$ cat src/rtl/pit_wb_arbiter.sv
// pit_wb_arbiter: round-robin two-master Wishbone arbiter in front of the PIT
// register-bank slave. A grant is held for a whole cyc period. A watchdog ends
// any strobe the slave never acknowledges and returns err to the stalled master.
module pit_wb_arbiter #(
  parameter int DWIDTH   = 16,
  parameter int TO_WIDTH = 4
) (
  input  logic              wb_clk_i,
  input  logic              arst_i,
  input  logic              wb_rst_i,
  input  logic              m0_cyc_i,
  input  logic              m0_stb_i,
  input  logic              m0_we_i,
  input  logic [2:0]        m0_adr_i,
  input  logic [DWIDTH-1:0] m0_dat_i,
  input  logic [1:0]        m0_sel_i,
  output logic [DWIDTH-1:0] m0_dat_o,
  output logic              m0_ack_o,
  output logic              m0_err_o,
  input  logic              m1_cyc_i,
  input  logic              m1_stb_i,
  input  logic              m1_we_i,
  input  logic [2:0]        m1_adr_i,
  input  logic [DWIDTH-1:0] m1_dat_i,
  input  logic [1:0]        m1_sel_i,
  output logic [DWIDTH-1:0] m1_dat_o,
  output logic              m1_ack_o,
  output logic              m1_err_o,
  output logic              s_cyc_o,
  output logic              s_stb_o,
  output logic              s_we_o,
  output logic [2:0]        s_adr_o,
  output logic [DWIDTH-1:0] s_dat_o,
  output logic [1:0]        s_sel_o,
  input  logic [DWIDTH-1:0] s_dat_i,
  input  logic              s_ack_i,
  output logic [1:0]        gnt_o
);

  localparam logic [1:0] IDLE = 2'd0;
  localparam logic [1:0] GNT0 = 2'd1;
  localparam logic [1:0] GNT1 = 2'd2;

  // The counter holds completed unacknowledged strobe cycles, so the strobe
  // cycle seen with cnt_q == 2**TO_WIDTH-2 is the (2**TO_WIDTH-1)-th one.
  localparam logic [TO_WIDTH-1:0] TO_LAST = {{(TO_WIDTH-1){1'b1}}, 1'b0};

  logic [1:0]          state_q, state_d;
  logic                last_q, last_d;
  logic [TO_WIDTH-1:0] cnt_q, cnt_d;

  logic g0, g1, gnt, gi;
  logic cyc_g, stb_g, oth_cyc, timeout;

  assign g0      = (state_q == GNT0);
  assign g1      = (state_q == GNT1);
  assign gnt     = g0 | g1;
  assign gi      = g1;
  assign cyc_g   = gi ? m1_cyc_i : m0_cyc_i;
  assign stb_g   = gi ? m1_stb_i : m0_stb_i;
  assign oth_cyc = gi ? m0_cyc_i : m1_cyc_i;
  // an ack in the same cycle beats the watchdog
  assign timeout = gnt & stb_g & ~s_ack_i & (cnt_q == TO_LAST);

  // next-state: arbitration, release/handoff, watchdog counting
  always_comb begin
    state_d = state_q;
    last_d  = last_q;
    cnt_d   = cnt_q;
    case (state_q)
      IDLE: begin
        cnt_d = '0;
        if (m0_cyc_i && m1_cyc_i) state_d = last_q ? GNT0 : GNT1;
        else if (m0_cyc_i)        state_d = GNT0;
        else if (m1_cyc_i)        state_d = GNT1;
      end
      GNT0, GNT1: begin
        if (timeout) begin
          last_d  = gi;
          state_d = IDLE;
          cnt_d   = '0;
        end else if (!cyc_g) begin
          last_d  = gi;
          cnt_d   = '0;
          state_d = oth_cyc ? (gi ? GNT0 : GNT1) : IDLE;
        end else if (s_ack_i) begin
          cnt_d = '0;
        end else if (stb_g) begin
          cnt_d = cnt_q + 1'b1;
        end
      end
      default: begin
        state_d = IDLE;
        cnt_d   = '0;
      end
    endcase
  end

  // state registers; async and sync reset have the same effect
  always_ff @(posedge wb_clk_i or negedge arst_i) begin
    if (!arst_i) begin
      state_q <= IDLE;
      last_q  <= 1'b1;
      cnt_q   <= '0;
    end else if (wb_rst_i) begin
      state_q <= IDLE;
      last_q  <= 1'b1;
      cnt_q   <= '0;
    end else begin
      state_q <= state_d;
      last_q  <= last_d;
      cnt_q   <= cnt_d;
    end
  end

  // slave-side mux, all zero when idle; watchdog kills cyc/stb on timeout
  always_comb begin
    s_cyc_o = gnt & ~timeout & cyc_g;
    s_stb_o = gnt & ~timeout & stb_g;
    s_we_o  = 1'b0;
    s_adr_o = '0;
    s_dat_o = '0;
    s_sel_o = '0;
    if (g0) begin
      s_we_o  = m0_we_i;
      s_adr_o = m0_adr_i;
      s_dat_o = m0_dat_i;
      s_sel_o = m0_sel_i;
    end else if (g1) begin
      s_we_o  = m1_we_i;
      s_adr_o = m1_adr_i;
      s_dat_o = m1_dat_i;
      s_sel_o = m1_sel_i;
    end
  end

  // master-side responses; a sync reset in progress suppresses ack/err
  always_comb begin
    m0_ack_o = s_ack_i & g0 & m0_stb_i & ~wb_rst_i;
    m1_ack_o = s_ack_i & g1 & m1_stb_i & ~wb_rst_i;
    m0_err_o = timeout & g0 & ~wb_rst_i;
    m1_err_o = timeout & g1 & ~wb_rst_i;
    m0_dat_o = g0 ? s_dat_i : '0;
    m1_dat_o = g1 ? s_dat_i : '0;
    gnt_o    = {g1, g0};
  end

endmodule

$ cat config.mk
export PLATFORM = sky130hd
export DESIGN_NAME = pit_wb_arbiter
export DESIGN_NICKNAME = d
export VERILOG_FILES = /design/src/rtl/pit_wb_arbiter.sv
export SDC_FILE = /design/constraint.sdc
export NUM_CORES = 1
export LEC_CHECK = 0
export ABC_AREA = 1
export CORE_MARGIN = 1.5
export CORE_UTILIZATION = 31
export DETAILED_ROUTE_END_ITERATION = 10
export PLACE_DENSITY = 0.93
export SETUP_SLACK_MARGIN = 0.15
export SLEW_MARGIN = 30
export SYNTH_ARGS = -nofsm -noshare
export SYNTH_HDL_FRONTEND = slang
export SYNTH_SLANG_ARGS = --single-unit
$ cat constraint.sdc
create_clock -name wb_clk_i -period 4.25 [get_ports wb_clk_i]
set_input_delay 1.0625 -clock wb_clk_i [delete_from_list [all_inputs] [get_ports wb_clk_i]]
set_output_delay 1.0625 -clock wb_clk_i [all_outputs]
set_load 0.01 [all_outputs]
==> impl_summary.txt, run 1 <==
----------------------------------------------------
[Outcome]
  Result of the run ... completed

[Global routing]
  Aggregate global-route resource usage ... 20.7%
  Initial antenna violation count ... 0
  Via count of the first global-routing pass ... 1494
  Global-route wire length before repair ... 7.04 mm
  Global route total overflow ... 0
  Maximum number of pins on one net before global-route repair ... 43

[Worst setup path]
  Dominant delay contributor by cell family on the critical path ... buffers and inverters
  Critical-path cell list ... clkdlybuf4s50_1 > nor2_2 > nand3_4 > nand2_1 > nor2_1 > clkdlybuf4s50_1
  Most used cell, CP ... sky130_fd_sc_hd__clkdlybuf4s50_1
  CP bufs+invs ... 2
  Maximum fanout along the worst path ... 7
  Required time at the worst-slack endpoint ... 3.19 ns
  Cell with the largest stage delay on the worst path ... sky130_fd_sc_hd__clkdlybuf4s50_1
  Capturing element type of the critical path ... output pin
  Delay of the slowest cell on the worst path ... 0.58 ns
  Crit path DAT ... 2.55 ns
  Kind of start point of the critical path ... input port
  Worst Path Class, Setup ... input port to output pin

[Logic synthesis]
  Mean Syn Cell Area ... 5.12 um^2
  Top cells by area, synth ... sky130_fd_sc_hd__nand2_1 33%, sky130_fd_sc_hd__inv_1 15%, sky130_fd_sc_hd__dfrtp_1 12%
  Ranking of synthesized cells by instance count ... 109 x sky130_fd_sc_hd__nand2_1, 48 x sky130_fd_sc_hd__inv_1, 26 x sky130_fd_sc_hd__nand3_1, 10 x sky130_fd_sc_hd__nor2_1
  Cell count after synthesis ... 239
  Distinct cell type count after synthesis ... 23
  Post-Syn Nets ... 314
  Async set-or-reset flop fraction in the synthesized netlist ... 100%
  Area share of the largest cell type after synthesis ... 33.4%
  Syn. warnings ... 0
  #FFs+latches synth ... 7
  Proportion of synthesized chip area in sequential cells ... 14.4%
  Primary FF master, synth ... sky130_fd_sc_hd__dfrtp_1
  Yosys top cell by area ... sky130_fd_sc_hd__nand2_1
  Number of flops mapped to enable cells by yosys ... 0
  Cell with the most instances after synthesis ... sky130_fd_sc_hd__nand2_1
  Summed instance area of the synthesized netlist ... 1220 um^2

[Place]
  Number of placed instances with taps included ... 405
  Total of buffers placed on input and output ports ... 129
  Global placer's final weighted congestion ... 0.836
  Detailed Place HPWL ... 4.10 mm
  Post-placement cell area ... 2530 um^2
  Place WS ... 0.642 ns

[Timing]
  Number of endpoints failing setup at the final stage ... 0
  Final worst path period need ... 3.61 ns
  Headroom to the max-slew limit ... 57.1%
  Worst Clk Skew ... 0.00294 ns
  Slew @ Worst Pin ... 0.643 ns
  Fin worst setup slack ... 0.640 ns
  Peak clock frequency supported by timing ... 277 MHz
  Total count of hold-check failures in the final report ... 0
  Portion of the clock cycle consumed by the worst path in the final layout ... 84.9%
  Unrepaired setup endpoints after global routing ... false
  Final Max Slew Viols ... 0
  Post-route worst hold slack ... 0.518 ns
  Final TNS setup ... 0 ns

[Clock network]
  Clock sink count ... 7
  Number of buffers on the longest clock path ... 2
  Hold_buf cts ... 0
  Number of buffers inserted during clock tree synthesis ... 3
  Total number of H-tree levels ... 1
  Resized Gates After CTS ... 0
  Clock tree from TritonCTS ... yes
  Clock root cell ... sky130_fd_sc_hd__clkbuf_8
  Clock latency of the later-clocked register in the worst-skew pair ... 0.22 ns
  Post-CTS Setup Inserts ... 0
  Clock input transition at the sequential cells of the worst setup and hold paths ... 0.04 ns

[Routing]
  Number of detailed-routing iterations run before antenna repair ... 4
  Sum of routed wire length over all layers ... 4.92 mm
  Total via count after detailed routing ... 1779
  Routed via count divided by cell count ... 4.35
  Detailed-route wire length per cell ... 12.0 um
  Number of nets with antenna violations after routing ... 0
  First DRT Iteration DRCs ... 98
  DRC errors left ... 0

[Power and ir drop]
  Total power of the final layout ... 1.10 mW
  Highest ir drop seen on vdd ... 198 uV
  Leakage Power ... 1.38 nW
  Pwr/cell area ... 428 nW/um^2

[Cells and area]
  Fraction of layout instances using a drive strength above 1 ... 4.16%
  Total Nets Final ... 437
  Non-filler instance count after layout ... 409
  Diode count ... 0
  Util after Layout ... 69.3%
  Layout Area Growth over Synthesis ... 110%
  Final instance area ... 2570 um^2

[Floorplan]
  Die height ... 65.8 um
  Die Area ... 4330 um^2
  Area of the placeable core ... 3720 um^2
  Boundary pin count ... 130
  Width of the die ... 65.8 um
  Number of cell rows ... 22
  Starting density of the core ... 32.9%

[Job]
  Maximum Capacitance Violations ... 0

[Min path]
  Worst hold path type ... flop to flop

----------------------------------------------------
## sequential cells by signal (all words and copies together), names as in the netlist
| register | cells |
|---|---|
| cnt_q | 4 |
| state_q | 2 |
| last_q | 1 |
## cells in the final DEF (no fill, tap or decap)
master / instances
sky130_fd_sc_hd__dfrtp_1: 6
sky130_fd_sc_hd__or2_2: 3
sky130_fd_sc_hd__nor2_2: 1
sky130_fd_sc_hd__o211ai_1: 2
sky130_fd_sc_hd__nand2_4: 1
sky130_fd_sc_hd__nand3_1: 26
sky130_fd_sc_hd__ha_1: 7
sky130_fd_sc_hd__nand3_4: 1
sky130_fd_sc_hd__clkdlybuf4s50_1: 129
sky130_fd_sc_hd__nor2_1: 10
sky130_fd_sc_hd__nor2_4: 1
sky130_fd_sc_hd__dfstp_2: 1
sky130_fd_sc_hd__clkbuf_8: 3
sky130_fd_sc_hd__clkbuf_1: 1
sky130_fd_sc_hd__nand4_1: 2
sky130_fd_sc_hd__buf_4: 2
sky130_fd_sc_hd__nand2_1: 109
sky130_fd_sc_hd__o21ai_0: 3
sky130_fd_sc_hd__nand3_2: 1
sky130_fd_sc_hd__inv_1: 48
sky130_fd_sc_hd__a21oi_1: 2
sky130_fd_sc_hd__nand2_2: 1
sky130_fd_sc_hd__xor2_1: 1
## report_power, final
part / switching (mW) / total (mW) / internal [mW]
clock network: 0.0257 / 0.0904 / 0.0646
logic: 0.463 / 0.916 / 0.453
registers: 0.0125 / 0.0945 / 0.0820
total: 0.501 / 1.10 / 0.600
## worst reg2reg max path, delay by kind of cell (launching register included)
kind	cells	cell delay [ns]
fa+ha+maj	1	0.42
compound gates	1	0.06
buf+inv	2	0.18
simple gates	5	0.57
flops	1	0.39
## logic make-up after synthesis
| kind of cell | count (synthesis) | share of synthesized area [%] |
|---|---|---|
| adder cells (fa/ha/maj) | 7 | 7.16 |
| buffers and inverters | 61 | 19.6 |
| flip-flops | 7 | 14.4 |
| AO/OA/AOI/OAI | 7 | 3.27 |
| XOR/XNOR | 1 | 0.716 |
| AND/OR/NAND/NOR | 156 | 54.8 |
## layout make-up
type	count	area [um^2]
Clock buffer	4	45.0
Fill cell	318	1140
Inverter	48	180
Multi-Input combinational cell	171	807
Sequential cell	7	176
Tap cell	48	60.1
Timing Repair Buffer	131	1310
## worst paths after layout
path,cells after the start,to,slack (ns),start
max in group asynchronous,1,last_q,2.87,arst_i
max reg2reg,9,cnt_q[0],2.52,state_q[0]
min reg2reg,2,last_q,0.52,last_q
min in group asynchronous,1,cnt_q[2],1.10,arst_i
min,2,last_q,0.52,last_q
max,6,s_cyc_o,0.64,s_ack_i
## metal layers
| layer | track usage, % | routed length (um) | vias up |
|---|---|---|---|
| li1 | - | - | 953 |
| met5 | 0 | 0 | - |
| met1 | 24.0 | 1900 | 755 |
| met2 | 37.6 | 2510 | 65 |
| met4 | 3.39 | 58 | 0 |
| met3 | 6.30 | 448 | 6 |
Note: power is estimated with default switching activity, not from simulation.
==> run 2, diff against run 1 <==
Settings changed: CORE_UTILIZATION 31 to 26, PLACE_DENSITY 0.93 to 0.84.
Clock period 4.25 ns to 2.89 ns, I/O delays scaled along.
==> impl_summary.txt, run 2 (synthesis results as in run 1) <==
----------------------------------------------------
[Outcome]
  Result of the run ... finished, violations left
  Failing checks ... DRC

[Timing]
  Unrepaired setup endpoints after global routing ... false
  Total count of hold-check failures in the final report ... 0
  Portion of the clock cycle consumed by the worst path in the final layout ... 91.2%
  Peak clock frequency supported by timing ... 379 MHz
  Fin worst setup slack ... 0.254 ns
  Headroom to the max-slew limit ... 76.3%
  Worst Clk Skew ... 0.00435 ns
  Number of endpoints failing setup at the final stage ... 0
  Final TNS setup ... 0 ns
  Slew @ Worst Pin ... 0.354 ns
  Final Max Slew Viols ... 0
  Final worst path period need ... 2.64 ns

[Clock network]
  Clock latency of the later-clocked register in the worst-skew pair ... 0.22 ns
  Hold_buf cts ... 0
  Clock sink count ... 7
  Total number of H-tree levels ... 1
  Clock input transition at the sequential cells of the worst setup and hold paths ... 0.04 ns
  Number of buffers on the longest clock path ... 2
  Clock tree from TritonCTS ... yes
  Number of buffers inserted during clock tree synthesis ... 3
  Clock root cell ... sky130_fd_sc_hd__clkbuf_8

[Floorplan]
  Die height ... 71.6 um
  Number of cell rows ... 24
  Die Area ... 5130 um^2
  Area of the placeable core ... 4440 um^2
  Width of the die ... 71.6 um
  Boundary pin count ... 130
  Starting density of the core ... 27.5%

[Cells and area]
  Util after Layout ... 60.4%
  Number of flip-flops under the largest register name ... 4
  Most common library cell in the layout ignoring fill and taps ... sky130_fd_sc_hd__clkdlybuf4s50_1
  Total Nets Final ... 447
  Diode count ... 0
  Top register by number of flip-flops ... cnt_q
  Regs by FF count ... cnt_q: 4 flops, state_q: 2 flops, last_q: 1 flops
  Number of filler cells placed in the layout ... 425
  Layout Area Growth over Synthesis ... 119%
  Multi-input logic area ... 810 um^2
  Register Area ... 176 um^2
  Fraction of layout instances using a drive strength above 1 ... 7.28%
  Top library cells by usage in the layout, fill and taps aside ... 123 x sky130_fd_sc_hd__clkdlybuf4s50_1, 109 x sky130_fd_sc_hd__nand2_1, 47 x sky130_fd_sc_hd__inv_1

[Power and ir drop]
  Internal Power ... 0.963 mW
  Switching portion of total power ... 44.2%
  Switch Pwr ... 0.764 mW
  Logic pwr share ... 84.4%
  Highest ir drop seen on vdd ... 323 uV
  Pwr/cell area ... 644 nW/um^2
  Share of total power in sequential cells ... 7.8%
  Leakage Power ... 1.46 nW
  Total power of the final layout ... 1.73 mW
  Portion of total power attributed to the clock network ... 7.8%

[Worst setup path]
  Worst reg2reg startpoint ... state_q[0]
  Crit path DAT ... 1.91 ns
  Worst Path Class, Setup ... input port to output pin
  Reg2reg path depth ... 11
  Terminus of the critical flop-to-flop path ... cnt_q[1]
  Required time at the worst-slack endpoint ... 2.17 ns
  Setup slack of the worst register-to-register path ... 1.08 ns
  Maximum fanout along the worst path ... 5
  Kind of start point of the critical path ... input port
  Capturing element type of the critical path ... output pin
  Critical Path Start ... m1_stb_i

[Job]
  Maximum Capacitance Violations ... 0

[Place]
  Detailed Place HPWL ... 4.23 mm
  Total of buffers placed on input and output ports ... 129
  Global placer's final weighted congestion ... 0.770
  Place WS ... 0.0162 ns

[Routing]
  Routed via count divided by cell count ... 4.46
  Number of detailed-routing iterations run before antenna repair ... 7
  Detailed-route wire length per cell ... 12.0 um
  Number of nets with antenna violations after routing ... 0
  Sum of routed wire length over all layers ... 5.09 mm
  Total via count after detailed routing ... 1886
  DRC errors left ... 13
  First DRT Iteration DRCs ... 76

[Global routing]
  Global-route wire length before repair ... 8.02 mm
  Initial antenna violation count ... 0
  Global route total overflow ... 0
  Maximum number of pins on one net before global-route repair ... 40
  Aggregate global-route resource usage ... 19.1%
  Via count of the first global-routing pass ... 1731

[Min path]
  Count of cells along the worst hold path ... 2
  Worst hold path type ... flop to flop
  Worst hold start ... last_q
  Hold Path Sink ... last_q

----------------------------------------------------
-- run 2: worst max-delay path: stages --
cell	delay (ns)
sky130_fd_sc_hd__clkdlybuf4s50_1	0.50
sky130_fd_sc_hd__nand2_1	0.08
sky130_fd_sc_hd__nand2_2	0.12
sky130_fd_sc_hd__nand3_4	0.09
sky130_fd_sc_hd__nand2_1	0.09
sky130_fd_sc_hd__nor2_1	0.04
sky130_fd_sc_hd__dlygate4sd2_1	0.27
-- run 2: metal layers --
metal	wire length [um]	vias up	part of all wire, %	GRT usage, %
met2	2690	62	53	36.5
met3	386	4	7.6	4.22
met4	42	0	0.83	3.56
met1	1970	852	39	21.7
met5	0	-	0	0
li1	-	968	-	-
-- run 2: area by class of cell --
| class | instances | area share [%] |
|---|---|---|
| clock buffers | 4 | 1.68 |
| inverters | 48 | 6.72 |
| multi-input cells | 171 | 30.2 |
| flip-flops and latches | 7 | 6.58 |
| well taps | 52 | 2.43 |
| repair buffers | 141 | 52.4 |
-- run 2: how the worst max path moves through the flow --
stage | endpoint | cells after the start
after floorplan | m1_dat_o[10] | 7
after global placement | s_cyc_o | 8
after detailed placement | m1_err_o | 6
after CTS | s_sel_o[1] | 6
after global routing | s_sel_o[1] | 6
final | s_cyc_o | 7
-- run 2: timing repair --
action                                 in CTS  in global routing
resized for setup                           9                  7
buffers inserted                            0                  1
pin swaps                                   0                  0
endpoints found under the hold margin       0                  0
setup endpoints to repair                  43                 40
-- run 2: per-stage QoR --
step / area, um^2 / std cells / hold WS (ns)
2_1_floorplan: 1220 / 239 / 0.427
3_3_place_gp: 2600 / 418 / 0.489
3_5_place_dp: 2600 / 418 / 0.510
4_1_cts: 2650 / 422 / 0.517
5_1_grt: 2680 / 423 / 0.533
6_report: 2680 / 423 / 0.511
-- run 2: power groups by stage --
stage / logic (mW) / clock network [mW] / registers [mW]
after detailed placement: 1.41 / 0 / 0.140
after floorplan: 0.678 / 0 / 0.136
after CTS: 1.41 / 0.141 / 0.139
final: 1.46 / 0.134 / 0.135
after global routing: 1.59 / 0.150 / 0.137
after global placement: 1.39 / 0 / 0.139
==> run 3, diff against run 2 <==
Settings changed: SKIP_CTS_REPAIR_TIMING set to 1.
==> impl_summary.txt, run 3 (synthesis results as in run 1) <==
----------------------------------------------------
[Outcome]
  Result of the run ... finished, violations left
  Failing checks ... DRC

[Clock network]
  Number of buffers inserted during clock tree synthesis ... 3
  Clock sink count ... 7
  Total number of H-tree levels ... 1
  Clock latency of the later-clocked register in the worst-skew pair ... 0.22 ns
  Clock tree from TritonCTS ... yes
  Clock root cell ... sky130_fd_sc_hd__clkbuf_8
  Number of buffers on the longest clock path ... 2
  Clock input transition at the sequential cells of the worst setup and hold paths ... 0.04 ns

[Power and ir drop]
  Pwr/cell area ... 639 nW/um^2
  Highest ir drop seen on vdd ... 323 uV
  Leakage Power ... 1.54 nW

[Worst setup path]
  Kind of start point of the critical path ... flop
  Maximum fanout along the worst path ... 28
  Crit path DAT ... 1.93 ns
  Capturing element type of the critical path ... output pin
  Worst Path Class, Setup ... flop to output pin
  Required time at the worst-slack endpoint ... 2.17 ns

[Routing]
  Detailed-route wire length per cell ... 12.2 um
  Sum of routed wire length over all layers ... 5.15 mm
  Number of nets with antenna violations after routing ... 0
  Routed via count divided by cell count ... 4.46
  DRC errors left ... 13
  Number of detailed-routing iterations run before antenna repair ... 7
  First DRT Iteration DRCs ... 92
  Total via count after detailed routing ... 1887

[Timing]
  Post-route worst hold slack ... 0.514 ns
  Portion of the clock cycle consumed by the worst path in the final layout ... 91.7%
  Total count of hold-check failures in the final report ... 0
  Number of endpoints failing setup at the final stage ... 0
  Slew @ Worst Pin ... 0.354 ns
  Final Max Slew Viols ... 0
  Final TNS setup ... 0 ns
  Peak clock frequency supported by timing ... 378 MHz
  Final worst path period need ... 2.65 ns
  Worst Clk Skew ... 0.00430 ns
  Unrepaired setup endpoints after global routing ... true
  Headroom to the max-slew limit ... 76.3%

[Cells and area]
  Fraction of layout instances using a drive strength above 1 ... 7.28%
  Final instance area ... 2700 um^2
  Number of filler cells placed in the layout ... 418
  Register Area ... 176 um^2
  Top library cells by usage in the layout, fill and taps aside ... 123 x sky130_fd_sc_hd__clkdlybuf4s50_1, 109 x sky130_fd_sc_hd__nand2_1, 47 x sky130_fd_sc_hd__inv_1
  Number of flip-flops under the largest register name ... 4
  Regs by FF count ... cnt_q: 4 flops, state_q: 2 flops, last_q: 1 flops
  Multi-input logic area ... 810 um^2
  Total Nets Final ... 447
  Diode count ... 0
  Layout Area Growth over Synthesis ... 120%
  Most common library cell in the layout ignoring fill and taps ... sky130_fd_sc_hd__clkdlybuf4s50_1
  Top register by number of flip-flops ... cnt_q

[Floorplan]
  Number of cell rows ... 24
  Boundary pin count ... 130
  Die height ... 71.6 um
  Area of the placeable core ... 4440 um^2
  Width of the die ... 71.6 um
  Starting density of the core ... 27.5%
  Die Area ... 5130 um^2

[Global routing]
  Global route total overflow ... 0
  Aggregate global-route resource usage ... 19.1%
  Via count of the first global-routing pass ... 1725
  Maximum number of pins on one net before global-route repair ... 40
  Initial antenna violation count ... 0
  Global-route wire length before repair ... 8.01 mm

[Min path]
  Worst hold path type ... flop to flop

[Job]
  Maximum Capacitance Violations ... 0

[Place]
  Total of buffers placed on input and output ports ... 129
  Global placer's final weighted congestion ... 0.770
  Post-placement cell area ... 2600 um^2
  Detailed Place HPWL ... 4.23 mm

----------------------------------------------------
==> run 3: cell types whose count changed in the layout (fill, tap and decap cells not counted), sizes merged <==
| cell | before | now |
|---|---|---|
| dlygate4sd2 | 6 | 0 |
| dlymetal6s2s | 0 | 6 |
==> run 3: metal layers <==
metal,vias to the layer above,wire length (um),global-route usage [%],part of all wire [%]
met5,-,0,0,0
met4,0,42,3.56,0.82
met3,4,416,4.22,8.1
met2,62,2700,36.4,52
met1,853,1990,21.7,39
li1,968,-,-,-
==> run 3: cell type report <==
| class | count | share of cell area, % |
|---|---|---|
| clock buffer | 4 | 1.67 |
| inverter | 48 | 6.68 |
| multi-input combinational | 171 | 30.0 |
| sequential | 7 | 6.54 |
| tap | 52 | 2.41 |
| timing repair buffer | 141 | 52.7 |
==> run 3: worst paths after layout <==
kind,slack [ns],end,cells after the start,from
worst max-delay path,0.24,s_sel_o[1],6,state_q[0]
worst max register to register,1.11,cnt_q[1],11,state_q[0]
worst min register to register,0.51,last_q,2,last_q
max in group asynchronous,1.82,last_q,1,arst_i
min in group asynchronous,0.77,cnt_q[2],1,arst_i
worst min-delay path,0.51,last_q,2,last_q
==> run 3: where the power goes <==
part,internal [mW],switching (mW),leakage (nW)
sequential,0.121,0.0141,0.0928
clock,0.0952,0.0393,0.0228
combinational,0.742,0.712,1.42
==> run 3: metrics by stage <==
stage | power, mW | util (%) | worst slack, ns | instances
6_report | 1.72 | 60.7 | 0.241 | 423
5_1_grt | 1.87 | 60.7 | 0.108 | 423
4_1_cts | 1.70 | 59.6 | 0.00921 | 422
3_5_place_dp | 1.55 | 58.6 | 0.0162 | 418
3_3_place_gp | 1.53 | 58.6 | 0.0442 | 418
2_1_floorplan | 0.814 | - | 0.840 | 239
==> run 3: critical path, cell delays in order, from the launching register on <==
cell and delay, ns:
sky130_fd_sc_hd__dfrtp_1 0.41, sky130_fd_sc_hd__inv_1 0.12, sky130_fd_sc_hd__ha_1 0.19, sky130_fd_sc_hd__buf_6 0.24, sky130_fd_sc_hd__nand3_1 0.12, sky130_fd_sc_hd__nand2_1 0.08
sky130_fd_sc_hd__clkdlybuf4s50_1 0.54
==> RTL edit 1 (flow settings as in run 3) <==
The parameter `DWIDTH` goes from 16 to 12.
--- a/src/rtl/pit_wb_arbiter.sv
+++ b/src/rtl/pit_wb_arbiter.sv
@@ -3,5 +3,5 @@
 // any strobe the slave never acknowledges and returns err to the stalled master.
 module pit_wb_arbiter #(
-  parameter int DWIDTH   = 16,
+  parameter int DWIDTH   = 12,
   parameter int TO_WIDTH = 4
 ) (
Ports: changed (6 resized); port bits go from 130 to 106. No check against the original RTL was run, so the function may have changed too.
==> RTL edit 1 against run 3 <==
- utilization shrank 2.5 points
- register-to-register slack better by 70 ps
- highest routed layer unchanged
- cell area is 12% lower
- global-route usage is 3.6 points lower
- critical endpoint is now s_dat_o[5]
- area after synthesis decreased by 8.3%
- setup slack gained 51 ps
- largest power group unchanged
- sequential cell count is the same
- hold slack worse by 15 ps
- routed wire length down 22%
- cell count fell by 12%
- first-iteration DRC count decreased by 4.3%
- sequential share of layout area up 0.87 points
- sequential power up 7%
- power down 9.8%
==> RTL edit 1: results (changes against run 3) <==
[routing]
dr_total_vias=1599  ; -15%
dr.pass1.iters=4  ; -3
wirelength_um=4020  ; -22%
dr.first_iter.drc_count=88  ; -4.3%

[worst_setup_path]
r2r-start=state_q[0]
crit_arrival_ps=1880  ; -50 ps
startpoint=state_q[1]
critical_path.max_fanout=16  ; -43%

[final_layout]
top_regs=cnt_q: 4 flops, state_q: 2 flops, last_q: 1 flops
layoutNonFillerInstCount=372  ; -12%
fin_nets=386  ; -14%
largest_reg_flops=4  ; unchanged
drive_above_1_share_pct=9.63  ; +2.3 points
fillers=393  ; -6.0%

[sta]
slew_headroom_pct=79.0  ; +2.6 points
hold_violations=0  ; unchanged
skew_ps=0.285  ; -4.01 ps

[synthesis]
synth.area.top_cells=nand2_1 30%, dfrtp_1 13%, inv_1 13%, nand3_1 9.8%, ha_1 7.8%
yosysSeqAreaShare_pct=15.7  ; +1.3 points
synth_xor_area_share_pct=0.780  ; +0.065 points
postSynth.asyncResetShare_pct=100  ; unchanged
synth-warning-count=0  ; unchanged
synth_compound_area_share_pct=4.24  ; +0.96 points
synth_cells=211  ; -12%
synthMuxAreaShare_pct=0  ; unchanged
synthTopCellsByCount=91 x nand2_1, 39 x inv_1, 22 x nand3_1
synthAdderAreaFrac_pct=7.80  ; +0.65 points
synth-main-ff-cell=dfrtp_1
synth.net_count=274  ; -13%

[clock_tree]
numCtsBuffers=3  ; unchanged
cts_max_level=1  ; unchanged
clock_latency_ps=220  ; about the same
path_clk_slew_ps=40  ; about the same
cts_buffer_depth=2  ; unchanged
clockRootBuffer=clkbuf_8

[placed_design]
io_buffers=105  ; -19%
place_inst=367  ; -12%
gp_congestion=0.774  ; +0.48%
dp_hpwl_um=3400  ; -20%

[grt]
grt_pass1_wl_um=5720  ; -29%
grt_max_degree=24  ; -40%
track_usage_pct=15.5  ; -3.6 points
grt_pass1_vias=1405  ; -19%
antenna_found_initial=0  ; unchanged

[pwr]
leakage_nw=1.33  ; -14%
peakVddDrop_v=0.000242  ; -25%

[outcome]
status=complete, no violations

[hold_path]
min_from=last_q

## RTL edit 1: cell types whose count changed in the layout (fill, tap and decap cells not counted), moves of 3 or more
cell	delta
nand3_1	-4
nand2_1	-18
inv_1	-8
clkdlybuf4s50_1	-24
o21ai_0	+3
## RTL edit 1: cell families (layout without fill, tap and decap cells)
kind of cell    Yosys count  after routing
simple gates            136            136
fa+ha+maj                 7              7
buf+inv                  51            162
compound gates            9              9
xor+xnor                  1              1
flops                     7              7
## RTL edit 1: final timing paths
path	end	slack, ps	depth (start not counted)
max	s_dat_o[5]	290	6
min	last_q	500	2
max reg2reg	cnt_q[0]	1180	11
min reg2reg	last_q	500	2
max in group asynchronous	last_q	1850	1
min in group asynchronous	state_q[0]	760	1
## RTL edit 1: critical path: stages (launching register included)
cell and delay, ps:
dfrtp_1 420, inv_1 100, ha_2 220, buf_4 230, nand2_1 70, nand2_1 60, clkdlybuf4s50_1 550
## RTL edit 1: final cells by class
| type | count | area share, % |
|---|---|---|
| tap | 50 | 2.63 |
| clock buffer | 4 | 1.89 |
| timing repair buffer | 117 | 49.8 |
| multi-input combinational | 153 | 31.6 |
| sequential | 7 | 7.42 |
| inverter | 41 | 6.63 |
## RTL edit 1: report_power, final
group	switching, mW	internal (mW)
clock	0.0387	0.0951
combinational	0.608	0.668
sequential	0.0196	0.124
total	0.666	0.888
## RTL edit 1: metal layers
| metal | vias to the layer above | global-route usage (%) | share of wire [%] |
|---|---|---|---|
| met5 | - | 0 | 0 |
| met4 | 0 | 5.64 | 0.75 |
| met3 | 4 | 3.25 | 9.2 |
| met2 | 56 | 28.7 | 52 |
| met1 | 683 | 17.2 | 38 |
| li1 | 856 | - | - |
## RTL edit 1: stage by stage
step	area (sq um)	hold WS [ps]	setup WS, ps
after floorplan	1120	427	798
after global placement	2290	495	22.0
after detailed placement	2290	494	-5.92
after CTS	2330	503	-6.90
after global routing	2380	531	119
final	2380	498	292
==> RTL edit 2 (config.mk and constraints of run 3) <==
Without the edit above. Make the reset (`arst_i`) synchronous in one clocked block. Comments in the files are not updated.
--- a/src/rtl/pit_wb_arbiter.sv
+++ b/src/rtl/pit_wb_arbiter.sv
@@ -98,5 +98,5 @@
 
   // state registers; async and sync reset have the same effect
-  always_ff @(posedge wb_clk_i or negedge arst_i) begin
+  always_ff @(posedge wb_clk_i) begin
     if (!arst_i) begin
       state_q <= IDLE;
Check against the original RTL: differs if arst_i is asserted again (counterexample within 4 cycles, from zero or initial values and one cycle with arst_i low); with arst_i held inactive, the same outputs for 10 cycles.
==> RTL edit 2 against run 3 <==
- count of clock-buffer cells in the layout unchanged
- area after synthesis fell by 1.8%
- cell area down 1.1%
- sequential cell count stayed put
- routed wire length fell by 7.6%
- critical endpoint is now s_cyc_o
- setup slack worse by 26 ps
- sequential share of layout area decreased by 1.3 points
Power is not compared: it rests on default switching activity, and its combinational part moved more than twofold at a synthesized area within 25%.
==> RTL edit 2: results (changes against run 3) <==
[worst_setup_path]
slowest_stage=clkdlybuf4s50_1
max_stage_delay_ps=440  ; -100 ps
critical_path.max_fanout=4  ; -86%
r2r-start=state_q[0]
crit_arrival_ps=1950  ; +20 ps
startpoint=s_ack_i

[synthesis]
synth_xor_area_share_pct=0.729  ; +0.013 points
synth.area.top_cells=nand2_1 32%, inv_1 13%, dfxtp_1 12%, nand3_1 10%, ha_1 7.3%
synthAdderAreaFrac_pct=7.29  ; +0.13 points
synth.net_count=307  ; -2.2%
synthTopCellsByCount=104 x nand2_1, 42 x inv_1, 25 x nand3_1
synth-warning-count=0  ; unchanged
postSynth.asyncResetShare_pct=0  ; -100 points
yosysSeqAreaShare_pct=11.7  ; -2.8 points
synthDistinctLibCells=23  ; unchanged
synth-main-ff-cell=dfxtp_1
synth_compound_area_share_pct=5.10  ; +1.8 points
syn_avg_cell_area_sq_um=5.18  ; +1.1%
synthMuxAreaShare_pct=0  ; unchanged

[grt]
antenna_found_initial=0  ; unchanged
grt_use_met3_pct=3.42  ; -0.80 points
use_met1_pct=21.0  ; -0.66 points
grt_pass1_wl_um=7670  ; -4.2%
grt_max_degree=41  ; +2.5%
use_met2_pct=34.9  ; -1.5 points
grt_pass1_vias=1636  ; -5.2%
track_usage_pct=18.3  ; -0.84 points

[final_layout]
fin_nets=440  ; -1.6%
fillers=410  ; -1.9%
top_regs=cnt_q: 4 flops, state_q: 2 flops, last_q: 1 flops
n_antenna_cell=0  ; unchanged
drive_above_1_share_pct=8.79  ; +1.5 points

[routing]
avgRoutedWirePerCell_um=11.4  ; -6.1%
wirelength_um=4760  ; -7.6%
route.met2.wl_um=2490  ; -7.9%
dr_total_vias=1778  ; -5.8%
met1_length_um=1900  ; -4.4%
dr.first_iter.drc_count=68  ; -26%
wl_met3_um=324  ; -22%
dr.pass1.iters=4  ; -3

[placed_design]
placed_area_sq_um=2600  ; -0.19%
dp_slack_ps=-193  ; -210 ps
gp_congestion=0.822  ; +6.7%
dp_hpwl_um=3870  ; -8.6%
place_inst=412  ; -1.4%

[clock_tree]
numCtsBuffers=3  ; unchanged
cts_max_level=1  ; unchanged
path_clk_slew_ps=40  ; about the same
clockRootBuffer=clkbuf_8
cts_buffer_depth=2  ; unchanged

[sta]
slew_headroom_pct=75.8  ; -0.55 points
skew_ps=1.12  ; -3.18 ps
setup_viol=0  ; unchanged

[pwr]
peakVddDrop_v=0.000228
leakage_nw=1.45

[hold_path]
min_from=cnt_q[2]
min-delay-path-class=register to register

[outcome]
status=complete, no violations

## RTL edit 2: worst max-delay path, delay by kind of cell
kind	cells	cell delay [ps]
buffers and inverters	4	830
and+or+nand+nor	5	400
## RTL edit 2: worst paths after layout
| kind | to | depth (start not counted) | slack, ps |
|---|---|---|---|
| worst max-delay path | s_cyc_o | 9 | 220 |
| worst min-delay path | cnt_q[2] | 2 | 500 |
| worst max register to register | cnt_q[3] | 12 | 1180 |
| worst min register to register | cnt_q[2] | 2 | 500 |
## RTL edit 2: report_power, final
group          internal [mW]  leakage [nW]  total [mW]  switching (mW)
Sequential             0.100        0.0567       0.104         0.00356
Clock                 0.0954        0.0228       0.137          0.0415
Combinational          0.227          1.38       0.400           0.173
## RTL edit 2: layout make-up
cell class / instances / area (sq um) / share of cell area (%)
repair buffers: 141 / 1420 / 53.1
clock buffers: 4 / 45.0 / 1.69
flip-flops and latches: 7 / 140 / 5.25
inverters: 44 / 165 / 6.19
multi-input cells: 168 / 836 / 31.3
well taps: 52 / 65.1 / 2.44
